===== src/rtl/wb_stage.sv =====
// Writeback stage: selects ALU / aligned load / link result and drives the regfile write port.
// Optional retired-instruction counter output o_instret when WB_INSTRET_EN is defined.
module wb_stage #(
  parameter int XLEN   = 32,
  parameter int PC_INC = 4
) (
  input  logic            clk,
  input  logic            rst_n,
  input  logic            i_valid,
  output logic            o_ready,
  input  logic            i_wb_en,
  input  logic [1:0]      i_wb_sel,
  input  logic [4:0]      i_rd,
  input  logic [XLEN-1:0] i_alu_result,
  input  logic [XLEN-1:0] i_pc,
  input  logic [2:0]      i_funct3,
  input  logic [1:0]      i_addr_lo,
  input  logic            i_dmem_ack,
  input  logic [XLEN-1:0] i_dmem_rdata,
  output logic            o_rf_wr,
  output logic [4:0]      o_rf_rd,
  output logic [XLEN-1:0] o_rf_wdata,
  output logic            o_retire,
  output logic            o_busy
`ifdef WB_INSTRET_EN
  , output logic [63:0]   o_instret
`endif
);

  typedef enum logic [1:0] {IDLE, WAIT_LOAD, WRITE} state_t;

  localparam logic [1:0] SEL_ALU  = 2'b00;
  localparam logic [1:0] SEL_LOAD = 2'b01;
  localparam logic [1:0] SEL_LINK = 2'b10;
  localparam logic [1:0] SEL_NONE = 2'b11;

  state_t     state, state_nx;
  logic       wb_en_q;
  logic [1:0] wb_sel_q;
  logic [2:0] funct3_q;
  logic [1:0] addr_lo_q;
  logic       xfer;

  assign o_ready  = (state != WAIT_LOAD);
  assign o_busy   = (state == WAIT_LOAD);
  assign o_retire = (state == WRITE);
  assign o_rf_wr  = o_retire && wb_en_q && (o_rf_rd != 5'd0) && (wb_sel_q != SEL_NONE);
  assign xfer     = i_valid && o_ready;

  function automatic logic [XLEN-1:0] load_align(input logic [2:0] f3, input logic [1:0] lo,
                                                  input logic [XLEN-1:0] w);
    logic [7:0]  b;
    logic [15:0] h;
    b = w[8*lo +: 8];
    h = w[16*lo[1] +: 16];
    case (f3)
      3'b000:  load_align = {{(XLEN-8){b[7]}}, b};
      3'b001:  load_align = {{(XLEN-16){h[15]}}, h};
      3'b100:  load_align = {{(XLEN-8){1'b0}}, b};
      3'b101:  load_align = {{(XLEN-16){1'b0}}, h};
      default: load_align = w;  // LW and reserved encodings
    endcase
  endfunction

  always_ff @(posedge clk) begin
    if (!rst_n) state <= IDLE;
    else        state <= state_nx;
  end

  always_comb begin
    state_nx = state;
    unique case (state)
      IDLE:      if (xfer) state_nx = (i_wb_sel == SEL_LOAD) ? WAIT_LOAD : WRITE;
      WAIT_LOAD: if (i_dmem_ack) state_nx = WRITE;
      WRITE:     state_nx = !xfer ? IDLE : (i_wb_sel == SEL_LOAD) ? WAIT_LOAD : WRITE;
      default:   state_nx = IDLE;
    endcase
  end

  // Non-load results are latched at transfer; load data overwrites on ack.
  always_ff @(posedge clk) begin
    if (!rst_n) begin
      wb_en_q    <= 1'b0;
      wb_sel_q   <= SEL_ALU;
      funct3_q   <= 3'd0;
      addr_lo_q  <= 2'd0;
      o_rf_rd    <= 5'd0;
      o_rf_wdata <= '0;
    end else if (xfer) begin
      wb_en_q    <= i_wb_en;
      wb_sel_q   <= i_wb_sel;
      funct3_q   <= i_funct3;
      addr_lo_q  <= i_addr_lo;
      o_rf_rd    <= i_rd;
      o_rf_wdata <= (i_wb_sel == SEL_LINK) ? i_pc + XLEN'(PC_INC) : i_alu_result;
    end else if (state == WAIT_LOAD && i_dmem_ack) begin
      o_rf_wdata <= load_align(funct3_q, addr_lo_q, i_dmem_rdata);
    end
  end

`ifdef WB_INSTRET_EN
  always_ff @(posedge clk) begin
    if (!rst_n)        o_instret <= 64'd0;
    else if (o_retire) o_instret <= o_instret + 64'd1;
  end
`endif

endmodule


===== config.mk =====
export PLATFORM = sky130hd
export DESIGN_NAME = wb_stage
export DESIGN_NICKNAME = d
export VERILOG_FILES = /design/src/rtl/wb_stage.sv
export SDC_FILE = /design/constraint.sdc
export NUM_CORES = 1
export LEC_CHECK = 0
export CAP_MARGIN = 30
export CORE_ASPECT_RATIO = 0.6
export CORE_MARGIN = 2
export CORE_UTILIZATION = 40
export CTS_BUF_LIST = sky130_fd_sc_hd__clkbuf_16
export DETAILED_ROUTE_END_ITERATION = 10
export HOLD_SLACK_MARGIN = 0.15
export PLACE_DENSITY = 0.78
export SETUP_SLACK_MARGIN = 0.05
export SYNTH_ARGS = -nofsm -noshare
export SYNTH_HDL_FRONTEND = slang
export SYNTH_SLANG_ARGS = --single-unit

===== constraint.sdc =====
create_clock -name clk -period 4.35 [get_ports clk]
set_input_delay 0.435 -clock clk [delete_from_list [all_inputs] [get_ports clk]]
set_output_delay 0.435 -clock clk [all_outputs]
set_load 0.05 [all_outputs]

==> summary.md, run 1 <==
| Metric | Value |
|---|---|
| Worst-Skew Late Latency | `0.29 ns` |
| Antenna Cells | `0` |
| Core Util, Final | `63.1%` |
| Root Driver | `clkbuf_16` |
| Global-route wire length before repair | `19800 µm` |
| Synthesized area per cell | `7.57 µm²` |
| Sequential area share after synthesis | `27.9%` |
| Antenna violations before repair | `0` |
| DR iter-0 viols | `368` |
| Die height | `75.2 µm` |
| Main synth FF type | `dfxtp_1` |
| Synth top area share | `27.9%` |
| RR Endpoint | `o_rf_wdata[24]$_SDFFE_PN0P_` |
| Yosys reg bits | `47` |
| Cts hold-fix bufs | `0` |
| Number of enable flip-flop cells after synthesis | `0` |
| Worst Path Max Fanout | `21` |
| Total gr overflow | `0` |
| Drt wl/cell | `19.5 µm` |
| Post-CTS setup buffers | `0` |
| Crit path capture type | `flop` |
| Die ar. | `0.00922 mm²` |
| Initial Utilization | `42.0%` |
| Met1 wire length | `6090 µm` |
| Synthesis-to-layout area growth | `50.2%` |
| Syn nets | `560` |
| Hpwl dp | `10400 µm` |
| Total GRT Usage | `28.1%` |
| CP Class | `in -> reg` |
| I/O Pins | `154` |
| Leading area contributor after synthesis | `dfxtp_1` |
| Via count | `4134` |
| Post-synth ARST share | `0%` |
| First-pass iteration count of the detailed router | `5` |
| Synth top area cells | `dfxtp_1 28%, nand2_1 8.0%, o221ai_1 4.9%` |
| Syn Inst Count | `446` |
| Crit share post-route | `59.7%` |
| Die width | `123 µm` |
| DR WL met3 | `1690 µm` |
| Worst-path clk slew | `0.07 ns` |
| Cells resized by post-CTS repair | `0` |
| Leakage power | `1.81 nW` |
| Path type of the worst min-delay path | `reg -> reg` |
| Data required, critical path | `4.53 ns` |
| Hold Crit Depth | `2` |
| TritonCTS buffer count | `5` |
| Hold path start | `wb_en_q$_SDFFE_PN0N_` |
| Metal2 WL | `5380 µm` |
| Final Hold Vio Count | `0` |
| Max Used Layer | `met4` |
| Via density | `6.04` |
| Post-route DRC | `0` |
| Worst Hold End | `wb_en_q$_SDFFE_PN0N_` |
| Layout cells sized above 1 | `5.03%` |
| Rel. slew slack | `35.5%` |
| Post-synth top cells | `72 x nand2_1, 47 x dfxtp_1, 28 x a21oi_1` |
| Largest net degree at the start of global routing | `47` |
| Worst reg-to-reg setup slack | `1.92 ns` |
| Synthesis Warnings | `0` |
| Setup TNS | `0 ns` |
| CTS tree | `yes` |
| Final max-slew violation count | `0` |
| # rows | `25` |
| Layout filler cell count | `680` |
| FMAX | `385 MHz` |
| Most frequent cell after synthesis | `nand2_1` |
| Maximum vdd drop | `0.158 mV` |
| Worst r2r src | `addr_lo_q[1]$_SDFFE_PN0N_` |
| Port Buffers | `153` |
| Skew final | `0.00497 ns` |
| Clock buffer depth | `2` |
| Post-synthesis cell area | `0.00338 mm²` |
| Routed Antenna Nets | `0` |
| RSZ-0062 raised after global routing | `false` |
| Clk sinks | `47` |
| Core box area | `0.00804 mm²` |
| Arr. time, crit path | `2.77 ns` |
| Fin nets | `690` |
| CTS H-tree lvls | `2` |
| # setup viols final | `0` |
| Worst-Margin Slew | `0.966 ns` |
| DP Worst Slack | `1.47 ns` |
| Max-cap violations | `0` |
| Period minus WS final | `2.60 ns` |
| Vias in the first global route | `3699` |
| Startpoint types | `primary input` |
| P per Cell Area | `268 mW/mm²` |
| Post-synth cell types | `55` |
| Final worst slack | `1.75 ns` |
| Status | `finished, final reports clean` |
| Placer Congestion | `0.895` |
| Final wirelength | `13400 µm` |
| Reg2Reg Depth | `5` |
[cells by family after synthesis]
kind of cell,after synthesis,share of synthesized area [%]
buf+inv,43,5.30
flops,47,27.9
xor+xnor,25,6.48
compound gates,139,30.3
mux,10,3.19
fa+ha+maj,1,0.370
simple gates,181,26.5
[critical path: stages]
cell and delay (ns):
clkdlybuf4s50_1 0.51, nand2b_1 0.59, nand3_1 0.67, o221ai_1 0.40, a21o_1 0.12, a21oi_1 0.03
[sequential cells by signal (all words and copies together), names as in the netlist]
name and flops:
o_rf_wdata 32, wb_en_q 1, o_rf_rd 5, funct3_q 3, addr_lo_q 2, wb_sel_q 2, state 2
[cell usage in the layout (no fill, tap or decap), types with 3 or more instances in the layout]
cell             count
a21o_1               4
xor2_1              18
o221ai_1            19
a211oi_2             5
clkbuf_16            5
o21bai_1             4
o21ai_0             13
mux2i_1              4
nor2_1              23
o211ai_1             5
clkdlybuf4s50_1    153
nand3_1             24
nor4_1               3
buf_4                5
o32ai_1              3
xnor2_1              7
nand4_1             12
nor2b_1              6
a211oi_1             9
a21oi_1             28
nand2_1             72
and2_1               5
o21ai_1              3
mux2_2               5
dfxtp_1             47
or3_1                3
and3_1               8
a21boi_1            14
nor3_1              13
o22ai_1              4
a221oi_1             8
inv_1                6
o2111ai_1            5
o21a_1               3
[final cells by class]
| class | instances | area, µm² | area share, % |
|---|---|---|---|
| multi-input combinational | 356 | 2260 | 44.5 |
| sequential | 47 | 941 | 18.5 |
| clock inverter | 3 | 15.0 | 0.296 |
| clock buffer | 5 | 125 | 2.47 |
| tap | 108 | 135 | 2.66 |
| inverter | 8 | 30.0 | 0.592 |
| timing repair buffer | 158 | 1570 | 30.9 |
[power by group]
part	total [mW]	leakage, nW	internal [mW]	switching (mW)
Sequential	0.495	0.389	0.466	0.0298
Combinational	0.481	1.36	0.209	0.272
Clock	0.380	0.0649	0.209	0.171
[layer usage]
metal	up-vias	GRT usage (%)
li1	1926	-
met1	1926	41.9
met2	255	39.4
met3	27	8.03
met4	0	7.28
met5	-	0
[worst max path at each step]
stage | startpoint | end | slack, ns
floorplan | state[1]$_SDFFE_PN0P_ | o_rf_wr | 1.92
global placement | i_wb_sel[0] | o_rf_wdata[26]$_SDFFE_PN0P_ | 1.59
detailed placement | i_wb_sel[0] | o_rf_wdata[20]$_SDFFE_PN0P_ | 1.47
CTS | i_wb_sel[0] | o_rf_wdata[20]$_SDFFE_PN0P_ | 1.76
global route | i_wb_sel[0] | o_rf_wdata[25]$_SDFFE_PN0P_ | 1.52
finish | i_wb_sel[0] | o_rf_wdata[20]$_SDFFE_PN0P_ | 1.75
[per-stage QoR]
step / power [mW] / area (µm²) / cells / hold slack, ns
floorplan: 0.751 / 3380 / 446 / 0.435
global placement: 0.971 / 4930 / 677 / 0.441
detailed placement: 0.979 / 4930 / 677 / 0.445
CTS: 1.35 / 5070 / 685 / 0.454
global route: 1.40 / 5070 / 685 / 0.475
finish: 1.36 / 5070 / 685 / 0.453
Note: power is estimated with default switching activity, not from simulation.
==> run 2: changes to the inputs <==
- clock period: 4.35 -> 2.7 ns (I/O delays scaled with it)
==> run 2 against run 1 <==
Utilization is 1.7 points higher; final cell count increased by 2.0%; via count up 3.0%; global-route usage increased by 2.8 points; sequential power grew 61%; count of clock-buffer cells in the layout is the same; non-clock buffer count increased by 14; power rose by 71%; worst hold slack improved by 0.00087 ns.
==> summary.md, run 2 (same netlist as run 1, synthesis figures left out) <==
| Metric | Value |
|---|---|
| Status | `finished, final reports clean` |
| Via count | `4260` |
| Fin nets | `704` |
| Worst reg-to-reg setup slack | `0.39 ns` |
| Root Driver | `clkbuf_16` |
| Crit path capture type | `flop` |
| Reg2Reg Depth | `7` |
| Hpwl dp | `11300 µm` |
| Path type of the worst min-delay path | `reg -> reg` |
| Port Buffers | `153` |
| Die width | `123 µm` |
| Register area | `941 µm²` |
| Final Hold Vio Count | `0` |
| Clk sinks | `47` |
| Final max-slew violation count | `0` |
| Leakage power | `1.90 nW` |
| Layout filler cell count | `648` |
| CTS H-tree lvls | `2` |
| Top reg by flops | `o_rf_wdata` |
| Cells resized by post-CTS repair | `0` |
| Largest net degree at the start of global routing | `29` |
| Post-route DRC | `0` |
| # rows | `25` |
| Die height | `75.2 µm` |
| Maximum vdd drop | `0.393 mV` |
| Worst-Margin Slew | `0.965 ns` |
| Total GRT Usage | `30.9%` |
| Antenna Cells | `0` |
| # setup viols final | `0` |
| Initial Utilization | `42.0%` |
| Global-route wire length before repair | `21600 µm` |
| Data required, critical path | `2.87 ns` |
| Arr. time, crit path | `2.48 ns` |
| Max-cap violations | `0` |
| Number of cells after detailed placement | `691` |
| Max reg flops | `32` |
| Core Util, Final | `64.8%` |
| Via density | `6.09` |
| I/O Pins | `154` |
| Total gr overflow | `0` |
| TritonCTS buffer count | `5` |
| Area of the multi-input gates | `0.00226 mm²` |
| CP Class | `reg -> reg` |
| Final wirelength | `14300 µm` |
| Placer Congestion | `0.933` |
| Skew final | `0.00953 ns` |
| Hold WS | `0.454 ns` |
| Period minus WS final | `2.31 ns` |
| Clock buffer depth | `2` |
| CTS tree | `yes` |
| Startpoint types | `flop` |
| P per Cell Area | `447 mW/mm²` |
| Worst-Skew Late Latency | `0.29 ns` |
| Hold Crit Depth | `2` |
| Cts hold-fix bufs | `0` |
| FMAX | `432 MHz` |
| Core box area | `0.00804 mm²` |
| Non-Filler Instances | `699` |
| Vias in the first global route | `3879` |
| Routed Antenna Nets | `0` |
| Die ar. | `0.00922 mm²` |
| Most frequent cells in the layout | `153 x clkdlybuf4s50_1, 72 x nand2_1, 47 x dfxtp_1, 28 x a21oi_1, 24 x nand3_1` |
| Top Registers | `o_rf_wdata: 32 flops, o_rf_rd: 5 flops, funct3_q: 3 flops` |
| Synthesis-to-layout area growth | `54.2%` |
| First-pass iteration count of the detailed router | `5` |
| Worst Path Max Fanout | `28` |
| RSZ-0062 raised after global routing | `false` |
| Setup TNS | `0 ns` |
| Drt wl/cell | `20.4 µm` |
| Crit share post-route | `85.6%` |
| Antenna violations before repair | `0` |
| Layout cells sized above 1 | `7.61%` |
| Commonest non-fill, non-tap cell in the layout | `clkdlybuf4s50_1` |
| Rel. slew slack | `35.3%` |
| Post-CTS setup buffers | `0` |
| Worst-path clk slew | `0.07 ns` |
| DR iter-0 viols | `522` |
run 2: changes by cell type in the layout (fill, tap and decap cells not counted), sizes merged:
cell | before | now
bufinv | 0 | 1
clkinvlp | 1 | 0
buf | 5 | 19
run 2: through the flow:
step | instance area (µm²) | setup slack [ns] | power [mW]
2_1_floorplan | 3380 | 0.431 | 1.21
3_5_place_dp | 5040 | 0.400 | 1.60
4_1_cts | 5210 | 0.441 | 2.31
6_report | 5210 | 0.388 | 2.33
5_1_grt | 5210 | 0.302 | 2.40
3_3_place_gp | 5040 | 0.386 | 1.59
run 2: layer usage:
layer  part of all wire [%]  global-route usage, %
met2                     42                   46.5
met5                      0                      0
met1                     44                   44.3
met3                     13                   10.0
met4                   0.79                   4.09
run 2: final cells by class:
cell class | count | share of cell area (%)
multi-input combinational | 356 | 43.4
timing repair buffer | 172 | 32.2
sequential | 47 | 18.1
tap | 108 | 2.60
clock buffer | 5 | 2.40
clock inverter | 3 | 0.841
inverter | 8 | 0.577
run 2: path summary, 6_finish.rpt:
check / startpoint / end
worst max-delay path: funct3_q[1]$_SDFFE_PN0N_ / o_rf_wdata[6]$_SDFFE_PN0P_
worst min-delay path: wb_en_q$_SDFFE_PN0N_ / wb_en_q$_SDFFE_PN0N_
worst max register to register: funct3_q[1]$_SDFFE_PN0N_ / o_rf_wdata[6]$_SDFFE_PN0P_
worst min register to register: wb_en_q$_SDFFE_PN0N_ / wb_en_q$_SDFFE_PN0N_
run 2: power by group:
group | total [mW] | internal, mW | switching [mW]
clock | 0.722 | 0.438 | 0.285
sequential | 0.798 | 0.750 | 0.0478
combinational | 0.806 | 0.350 | 0.455
run 2: worst max-delay path, cell delays in order (launching register included):
cell and delay, ns:
dfxtp_1 0.60, buf_4 0.39, inv_2 0.17, nand3_1 0.11, a21oi_1 0.07, a2111oi_0 0.57, buf_4 0.24, nor3_1 0.04
